===== src/rtl/quad_encoder_emulator_pkg.sv =====
// Shared encoder phase constants, FSM state codes and Gray-phase stepping helpers.
// Pure definitions, no timing; no backpressure.
package quad_encoder_emulator_pkg;

  typedef enum logic [1:0] {
    ST_IDLE,
    ST_BOUNCE,
    ST_DWELL
  } state_t;

  localparam logic [1:0] PH_00 = 2'b00;
  localparam logic [1:0] PH_10 = 2'b10;
  localparam logic [1:0] PH_11 = 2'b11;
  localparam logic [1:0] PH_01 = 2'b01;

  function automatic logic [1:0] phase_next(input logic [1:0] ph);
    case (ph)
      PH_00:   return PH_10;
      PH_10:   return PH_11;
      PH_11:   return PH_01;
      default: return PH_00;
    endcase
  endfunction

  function automatic logic [1:0] phase_prev(input logic [1:0] ph);
    case (ph)
      PH_00:   return PH_01;
      PH_01:   return PH_11;
      PH_11:   return PH_10;
      default: return PH_00;
    endcase
  endfunction

  // cw = 1 walks the clockwise sequence 00->10->11->01.
  function automatic logic [1:0] phase_step(input logic [1:0] ph, input logic cw);
    return cw ? phase_next(ph) : phase_prev(ph);
  endfunction

endpackage


===== src/rtl/quad_encoder_emulator_if.sv =====
// Step-command bus: valid/ready handshake plus direction, step count and abort level.
// Combinational bundle; ready is low for the whole of a running command.
interface quad_encoder_emulator_if;
  logic       cmd_valid;
  logic       cmd_ready;
  logic       cmd_dir;
  logic [7:0] cmd_count;
  logic       abort;

  modport master (output cmd_valid, cmd_dir, cmd_count, abort, input cmd_ready);
  modport slave  (input cmd_valid, cmd_dir, cmd_count, abort, output cmd_ready);
endinterface


===== src/rtl/qenc_interval_timer.sv =====
// Down-counting interval timer: start loads N, expire is high in the Nth cycle after start.
// Restart has priority over expiry; no backpressure.
module qenc_interval_timer #(
  parameter int W = 17
) (
  input  logic         clk,
  input  logic         rst_n,
  input  logic         start,
  input  logic [W-1:0] load,
  output logic         expire
);

  logic [W-1:0] cnt;

  always_ff @(posedge clk or negedge rst_n) begin
    if (!rst_n)          cnt <= '0;
    else if (start)      cnt <= load;
    else if (cnt != '0)  cnt <= cnt - 1'b1;
  end

  assign expire = (cnt == W'(1));

endmodule


===== src/rtl/quad_encoder_emulator.sv =====
// Rotary-encoder emulator: emits N Gray steps with optional bounce, tracks net settled position.
// Encoder moves on the accepting edge; cmd_ready is low while busy (no queueing).
module quad_encoder_emulator
  import quad_encoder_emulator_pkg::*;
#(
  parameter int DWELL_CYCLES  = 50000,
  parameter int BOUNCE_PULSES = 0,
  parameter int BOUNCE_LEN    = 500,
  parameter int POS_W         = 16
) (
  input  logic                    clk,
  input  logic                    rst_n,
  quad_encoder_emulator_if.slave  cmd,
  output logic [1:0]              encoder,
  output logic                    busy,
  output logic                    done,
  output logic [POS_W-1:0]        position
);

  localparam int TMAX = (DWELL_CYCLES > BOUNCE_LEN) ? DWELL_CYCLES : BOUNCE_LEN;
  localparam int TW   = $clog2(TMAX) + 1;
  localparam int HW   = $clog2(2 * BOUNCE_PULSES + 1) + 1;

  state_t           state, state_nxt;
  logic [1:0]       ph, ph_nxt;
  logic [1:0]       enc_nxt;
  logic             dir, dir_nxt;
  logic [7:0]       rem, rem_nxt;
  logic [HW-1:0]    half, half_nxt;
  logic [POS_W-1:0] pos_nxt;
  logic             done_nxt;
  logic             tmr_start, tmr_expire;
  logic [TW-1:0]    tmr_load;
  logic             launch, launch_dir, settle;
  logic [1:0]       tgt;

  function automatic logic [POS_W-1:0] pos_step(input logic [POS_W-1:0] p, input logic cw);
    return cw ? p + POS_W'(1) : p - POS_W'(1);
  endfunction

  qenc_interval_timer #(.W(TW)) u_timer (
    .clk    (clk),
    .rst_n  (rst_n),
    .start  (tmr_start),
    .load   (tmr_load),
    .expire (tmr_expire)
  );

  assign busy          = (state != ST_IDLE);
  assign cmd.cmd_ready = ~busy;

  always_ff @(posedge clk or negedge rst_n) begin
    if (!rst_n) begin
      state    <= ST_IDLE;
      ph       <= PH_00;
      encoder  <= PH_00;
      dir      <= 1'b0;
      rem      <= '0;
      half     <= '0;
      position <= '0;
      done     <= 1'b0;
    end else begin
      state    <= state_nxt;
      ph       <= ph_nxt;
      encoder  <= enc_nxt;
      dir      <= dir_nxt;
      rem      <= rem_nxt;
      half     <= half_nxt;
      position <= pos_nxt;
      done     <= done_nxt;
    end
  end

  // ph is always the settled (target) phase; encoder may show the old phase during bounce.
  always_comb begin
    state_nxt  = state;
    ph_nxt     = ph;
    enc_nxt    = encoder;
    dir_nxt    = dir;
    rem_nxt    = rem;
    half_nxt   = half;
    pos_nxt    = position;
    done_nxt   = 1'b0;
    tmr_start  = 1'b0;
    tmr_load   = TW'(DWELL_CYCLES);
    launch     = 1'b0;
    launch_dir = dir;
    settle     = 1'b0;
    tgt        = ph;

    case (state)
      ST_IDLE: begin
        if (cmd.cmd_valid) begin
          if (cmd.cmd_count == 8'd0) begin
            done_nxt = 1'b1;
          end else begin
            rem_nxt    = cmd.cmd_count;
            dir_nxt    = cmd.cmd_dir;
            launch     = 1'b1;
            launch_dir = cmd.cmd_dir;
          end
        end
      end
      ST_BOUNCE: begin
        if (cmd.abort) begin
          enc_nxt   = ph;
          pos_nxt   = pos_step(position, dir);
          state_nxt = ST_IDLE;
          done_nxt  = 1'b1;
        end else if (tmr_expire) begin
          if (half == '0) begin
            settle = 1'b1;
          end else begin
            half_nxt  = half - 1'b1;
            enc_nxt   = (encoder == ph) ? phase_step(ph, ~dir) : ph;
            tmr_start = 1'b1;
            tmr_load  = TW'(BOUNCE_LEN);
          end
        end
      end
      ST_DWELL: begin
        if (cmd.abort) begin
          state_nxt = ST_IDLE;
          done_nxt  = 1'b1;
        end else if (tmr_expire) begin
          if (rem == 8'd1) begin
            state_nxt = ST_IDLE;
            done_nxt  = 1'b1;
          end else begin
            rem_nxt    = rem - 8'd1;
            launch     = 1'b1;
            launch_dir = dir;
          end
        end
      end
      default: state_nxt = ST_IDLE;
    endcase

    if (settle) begin
      state_nxt = ST_DWELL;
      enc_nxt   = ph;
      pos_nxt   = pos_step(position, dir);
      tmr_start = 1'b1;
      tmr_load  = TW'(DWELL_CYCLES);
    end

    if (launch) begin
      tgt       = phase_step(ph, launch_dir);
      ph_nxt    = tgt;
      enc_nxt   = tgt;
      tmr_start = 1'b1;
      if (BOUNCE_PULSES > 0) begin
        state_nxt = ST_BOUNCE;
        half_nxt  = HW'(2 * BOUNCE_PULSES - 1);
        tmr_load  = TW'(BOUNCE_LEN);
      end else begin
        state_nxt = ST_DWELL;
        pos_nxt   = pos_step(position, launch_dir);
        tmr_load  = TW'(DWELL_CYCLES);
      end
    end
  end

endmodule


===== src/flat_wrapper.sv =====
// flat-port wrapper written by rule: the top's interface ports become plain ports
module quad_encoder_emulator_flat import quad_encoder_emulator_pkg::*;
#(
  parameter int DWELL_CYCLES  = 50000,
  parameter int BOUNCE_PULSES = 0,
  parameter int BOUNCE_LEN    = 500,
  parameter int POS_W         = 16
)
  (clk, rst_n, encoder, busy, done, position, cmd_cmd_valid, cmd_cmd_dir, cmd_cmd_count, cmd_abort, cmd_cmd_ready);
  quad_encoder_emulator_if cmd_i ();
  input  logic clk;
  input  logic rst_n;
  output logic [1:0] encoder;
  output logic busy;
  output logic done;
  output logic [POS_W-1:0] position;
  input wire logic [$bits(cmd_i.cmd_valid)-1:0] cmd_cmd_valid;
  input wire logic [$bits(cmd_i.cmd_dir)-1:0] cmd_cmd_dir;
  input wire logic [$bits(cmd_i.cmd_count)-1:0] cmd_cmd_count;
  input wire logic [$bits(cmd_i.abort)-1:0] cmd_abort;
  output wire logic [$bits(cmd_i.cmd_ready)-1:0] cmd_cmd_ready;
  assign cmd_i.cmd_valid = cmd_cmd_valid;
  assign cmd_i.cmd_dir = cmd_cmd_dir;
  assign cmd_i.cmd_count = cmd_cmd_count;
  assign cmd_i.abort = cmd_abort;
  assign cmd_cmd_ready = cmd_i.cmd_ready;
  quad_encoder_emulator #(.DWELL_CYCLES(DWELL_CYCLES), .BOUNCE_PULSES(BOUNCE_PULSES), .BOUNCE_LEN(BOUNCE_LEN), .POS_W(POS_W)) u_core (.clk(clk), .rst_n(rst_n), .cmd(cmd_i), .encoder(encoder), .busy(busy), .done(done), .position(position));
endmodule

===== config.mk =====
export PLATFORM = sky130hd
export DESIGN_NAME = quad_encoder_emulator_flat
export DESIGN_NICKNAME = d
export VERILOG_FILES = /design/src/rtl/quad_encoder_emulator_pkg.sv /design/src/rtl/quad_encoder_emulator_if.sv /design/src/rtl/qenc_interval_timer.sv /design/src/rtl/quad_encoder_emulator.sv /design/src/flat_wrapper.sv
export SDC_FILE = /design/constraint.sdc
export NUM_CORES = 1
export LEC_CHECK = 0
export ABC_AREA = 1
export BUFFER_PORTS_ARGS = -buffer_cell sky130_fd_sc_hd__buf_2
export CORE_MARGIN = 1
export CORE_UTILIZATION = 40
export CTS_CLUSTER_DIAMETER = 60
export DETAILED_ROUTE_END_ITERATION = 10
export MAX_ROUTING_LAYER = met4
export PLACE_DENSITY_LB_ADDON = 0.3
export SLEW_MARGIN = 20
export SYNTH_ARGS = -nofsm -noshare
export SYNTH_HDL_FRONTEND = slang
export SYNTH_SLANG_ARGS = --single-unit

===== constraint.sdc =====
create_clock -name clk -period 4.8 [get_ports clk]
set_input_delay 0.24 -clock clk [delete_from_list [all_inputs] [get_ports clk]]
set_output_delay 0.24 -clock clk [all_outputs]
set_load 0.03 [all_outputs]

==> flow_metrics.py <==
metrics = {
    "status": {
        "status": "finished clean",
    },
    "clock_tree": {
        "clk_pin_slew_ns": 0.10,
        "cts_tree": "built",
        "clk_latency_ns": 0.30,
        "cts_root_buf": "clkbuf_8",
        "numCtsBuffers": 5,
        "clkSinkCount": 48,
        "cts.path.max_buffers": 2,
        "htree_levels": 2,
    },
    "finish": {
        "fin_nets": 599,
        "drive_gt1_share_pct": 10.3,
        "antenna_cells": 0,
        "final_cells": 688,
        "syn2layout_area_growth_pct": 8.31,
        "fillerInstances": 912,
    },
    "placement": {
        "portBuffers": 33,
        "place_ws_ns": 2.87,
        "place.gp.congestion": 0.832,
        "place_inst": 679,
        "dp_hpwl_mm": 5.77,
    },
    "worst_setup_path": {
        "critical_path_class": "register to register",
        "cp-startpoint": "u_core.state[1]$_DFFE_PN0P_",
        "rr_startpoint": "u_core.state[1]$_DFFE_PN0P_",
        "startpoint_type": "register",
        "crit_arrival_ns": 2.15,
        "crit_path_end_kind": "register",
        "path_max_fanout": 44,
        "cp_data_required_time_ns": 5.00,
    },
    "job": {
        "drv_cap": 0,
    },
    "synth": {
        "synthesis.nets": 579,
        "syn-cell-area_sq_mm": 0.00357,
        "synth.distinct_cells": 26,
        "seq_area_frac_synth_pct": 33.7,
        "synth-seq-cells": 48,
        "syn_avg_cell_area_sq_um": 6.38,
        "ys_warn_count": 0,
        "syn_inst": 559,
    },
    "route": {
        "first_pass_iters": 4,
        "routed_wl_mm": 8.02,
        "vias": 3329,
        "drcViolationCount": 0,
        "drt-vias-per-instance": 4.84,
        "wl_per_cell_um": 11.7,
        "drtIter0Drc": 143,
        "postRouteAntennaNets": 0,
    },
    "pwr": {
        "vdd.ir_drop.worst_mv": 0.157,
        "seqPwrFrac_pct": 34.8,
        "switching_power_mw": 1.01,
        "total_power_mw": 2.03,
        "combPwrFrac_pct": 50.4,
        "clockPowerShare_pct": 14.8,
        "p_leak_nw": 2.05,
        "powerDensity_mw_per_mm2": 524,
        "power.internal_mw": 1.02,
        "netSwitchingFraction_pct": 49.7,
    },
    "global_route": {
        "grt_first_pass_wirelength_mm": 13.3,
        "grt_pass1_vias": 2956,
        "grtUsageTotal_pct": 18.9,
        "grt_max_degree": 45,
        "antenna_found_initial": 0,
        "grt_overflow": 0,
    },
    "timing": {
        "period_needed_ns": 1.95,
        "finClkSkew_ns": 0.00731,
        "grt_setup_unrepaired": "no",
        "holdWs_ns": 0.200,
        "fin_ws_ns": 2.85,
        "tns_ns": 0,
        "slew_headroom_pct": 53.7,
        "worst_slew_pin_slew_ns": 0.692,
        "finalCritPeriodShare_pct": 40.5,
        "setup_viol": 0,
        "hold_viol": 0,
        "fmax_mhz": 514,
        "drv_slew": 0,
    },
    "worst_hold_path": {
        "holdCritStartpoint": "cmd_cmd_valid",
        "hold_class": "input pin to register",
    },
    "floorplan": {
        "rows": 34,
        "ios": 34,
        "dieArea_sq_mm": 0.00930,
        "die_height_um": 96.4,
        "start_util_pct": 41.1,
        "fp.dieW_um": 96.4,
        "core_area_sq_mm": 0.00868,
    },
}
cell usage in the layout, fill, tap and decap left out, types with 2 or more instances in the layout:
| master | synthesis | layout |
|---|---|---|
| a21oi_1 | 4 | 4 |
| buf_2 | 5 | 33 |
| clkbuf_8 | 0 | 5 |
| dfrtp_1 | 48 | 48 |
| ha_1 | 7 | 7 |
| inv_1 | 55 | 55 |
| inv_2 | 2 | 2 |
| nand2_1 | 228 | 228 |
| nand2_2 | 5 | 5 |
| nand3_1 | 36 | 36 |
| nand4_1 | 7 | 7 |
| nor2_1 | 79 | 79 |
| nor2_2 | 3 | 3 |
| nor2_4 | 2 | 2 |
| nor3_1 | 8 | 8 |
| o21ai_0 | 19 | 19 |
| or2_2 | 2 | 2 |
| xnor2_1 | 5 | 5 |
| xor2_1 | 22 | 22 |
layout make-up:
type / instances / area, sq um / area share [%]
clock buffer: 5 / 68.8 / 1.78
clock inverter: 3 / 42.5 / 1.10
inverter: 58 / 223 / 5.76
multi-input combinational: 431 / 2000 / 51.7
sequential: 48 / 1200 / 31.1
tap: 108 / 135 / 3.50
timing repair buffer: 35 / 195 / 5.05
per-layer routing:
layer | vias up | global-route usage (%) | wire [um]
met4 | 0 | 5.27 | 105
met5 | - | - | 0
met2 | 63 | 30.7 | 3600
met1 | 1516 | 23.9 | 3920
li1 | 1740 | - | -
met3 | 10 | 3.76 | 390
sequential cells by signal, indices dropped and copies added, names as in the netlist:
signal and cells:
u_core.u_timer.cnt 17, u_core.position 16, u_core.rem 8, u_core.encoder 2, u_core.ph 2, u_core.dir 1, u_core.done 1, u_core.state 1
path summary, 6_finish.rpt:
path,end,slack (ns),depth (start not counted)
worst min register to register,u_core.encoder[1]$_DFFE_PN0P_,0.50,2
min in group asynchronous,u_core.rem[5]$_DFFE_PN0P_,0.42,2
worst min-delay path,u_core.done$_DFF_PN0_,0.20,3
max in group asynchronous,u_core.position[7]$_DFFE_PN0P_,3.85,3
worst max-delay path,u_core.position[8]$_DFFE_PN0P_,2.85,9
worst max register to register,u_core.position[8]$_DFFE_PN0P_,2.85,9
cells in the mapped netlist:
library cell  count  area [sq um]
nor2_4            2          22.5
xnor2_1           5          43.8
nand4_4           1          21.3
nor2_2            3          18.8
a21oi_1           4          20.0
inv_2             2          7.51
inv_6             1          8.76
buf_2             5          25.0
nor3_1            8          40.0
inv_1            55           206
o21ai_2           1          8.76
nor2_1           79           297
dfrtp_1          48          1200
xor2_1           22           193
nand4_1           7          43.8
ha_1              7          87.6
or2_2             2          12.5
o21ai_0          19          95.1
nand3b_1          1          7.51
buf_4             1          7.51
nand2_8           1          20.0
nand2_2           5          31.3
nand3_1          36           180
nand2_1         228           856
buf_6             7          78.8
clkbuf_1          9          33.8
critical path, cell delays in order (launching register included):
cell and delay, ns:
dfrtp_1 0.55, inv_1 0.27, nor2_1 0.14, inv_1 0.07, nor2_1 0.12, nand2_2 0.10
nand2_8 0.25, inv_6 0.16, nand2_1 0.10, nand2_1 0.05
power groups by stage:
stage,Combinational [mW],Sequential (mW),Clock [mW]
after floorplan,0.778,0.736,0
after global placement,1.00,0.707,0
after detailed placement,1.02,0.712,0
after CTS,1.03,0.704,0.312
after global routing,1.19,0.732,0.327
final,1.02,0.705,0.300
kinds of logic after synthesis:
kind of cell / Yosys count / share of synthesized area [%]
buffers and inverters: 80 / 10.3
xor gates and xnor gates: 27 / 6.63
DFF: 48 / 33.7
adders and majority gates: 7 / 2.46
and+or+nand+nor: 373 / 43.5
AOI/OAI and AO/OA: 24 / 3.47
repair_timing:
| item | CTS | global route |
|---|---|---|
| buffers inserted | 0 | 0 |
| endpoints found under the hold margin | 20 | 0 |
| gates resized for setup | 0 | 0 |
| hold buffers | 1 | 0 |
metrics by stage:
step	utilization, %	instance area [sq um]
after global placement	42.9	3720
final	44.5	3860
after detailed placement	43.1	3740
after global routing	44.5	3860
after CTS	44.5	3860
after floorplan	-	3570
Power figures use the tool's default switching activity.
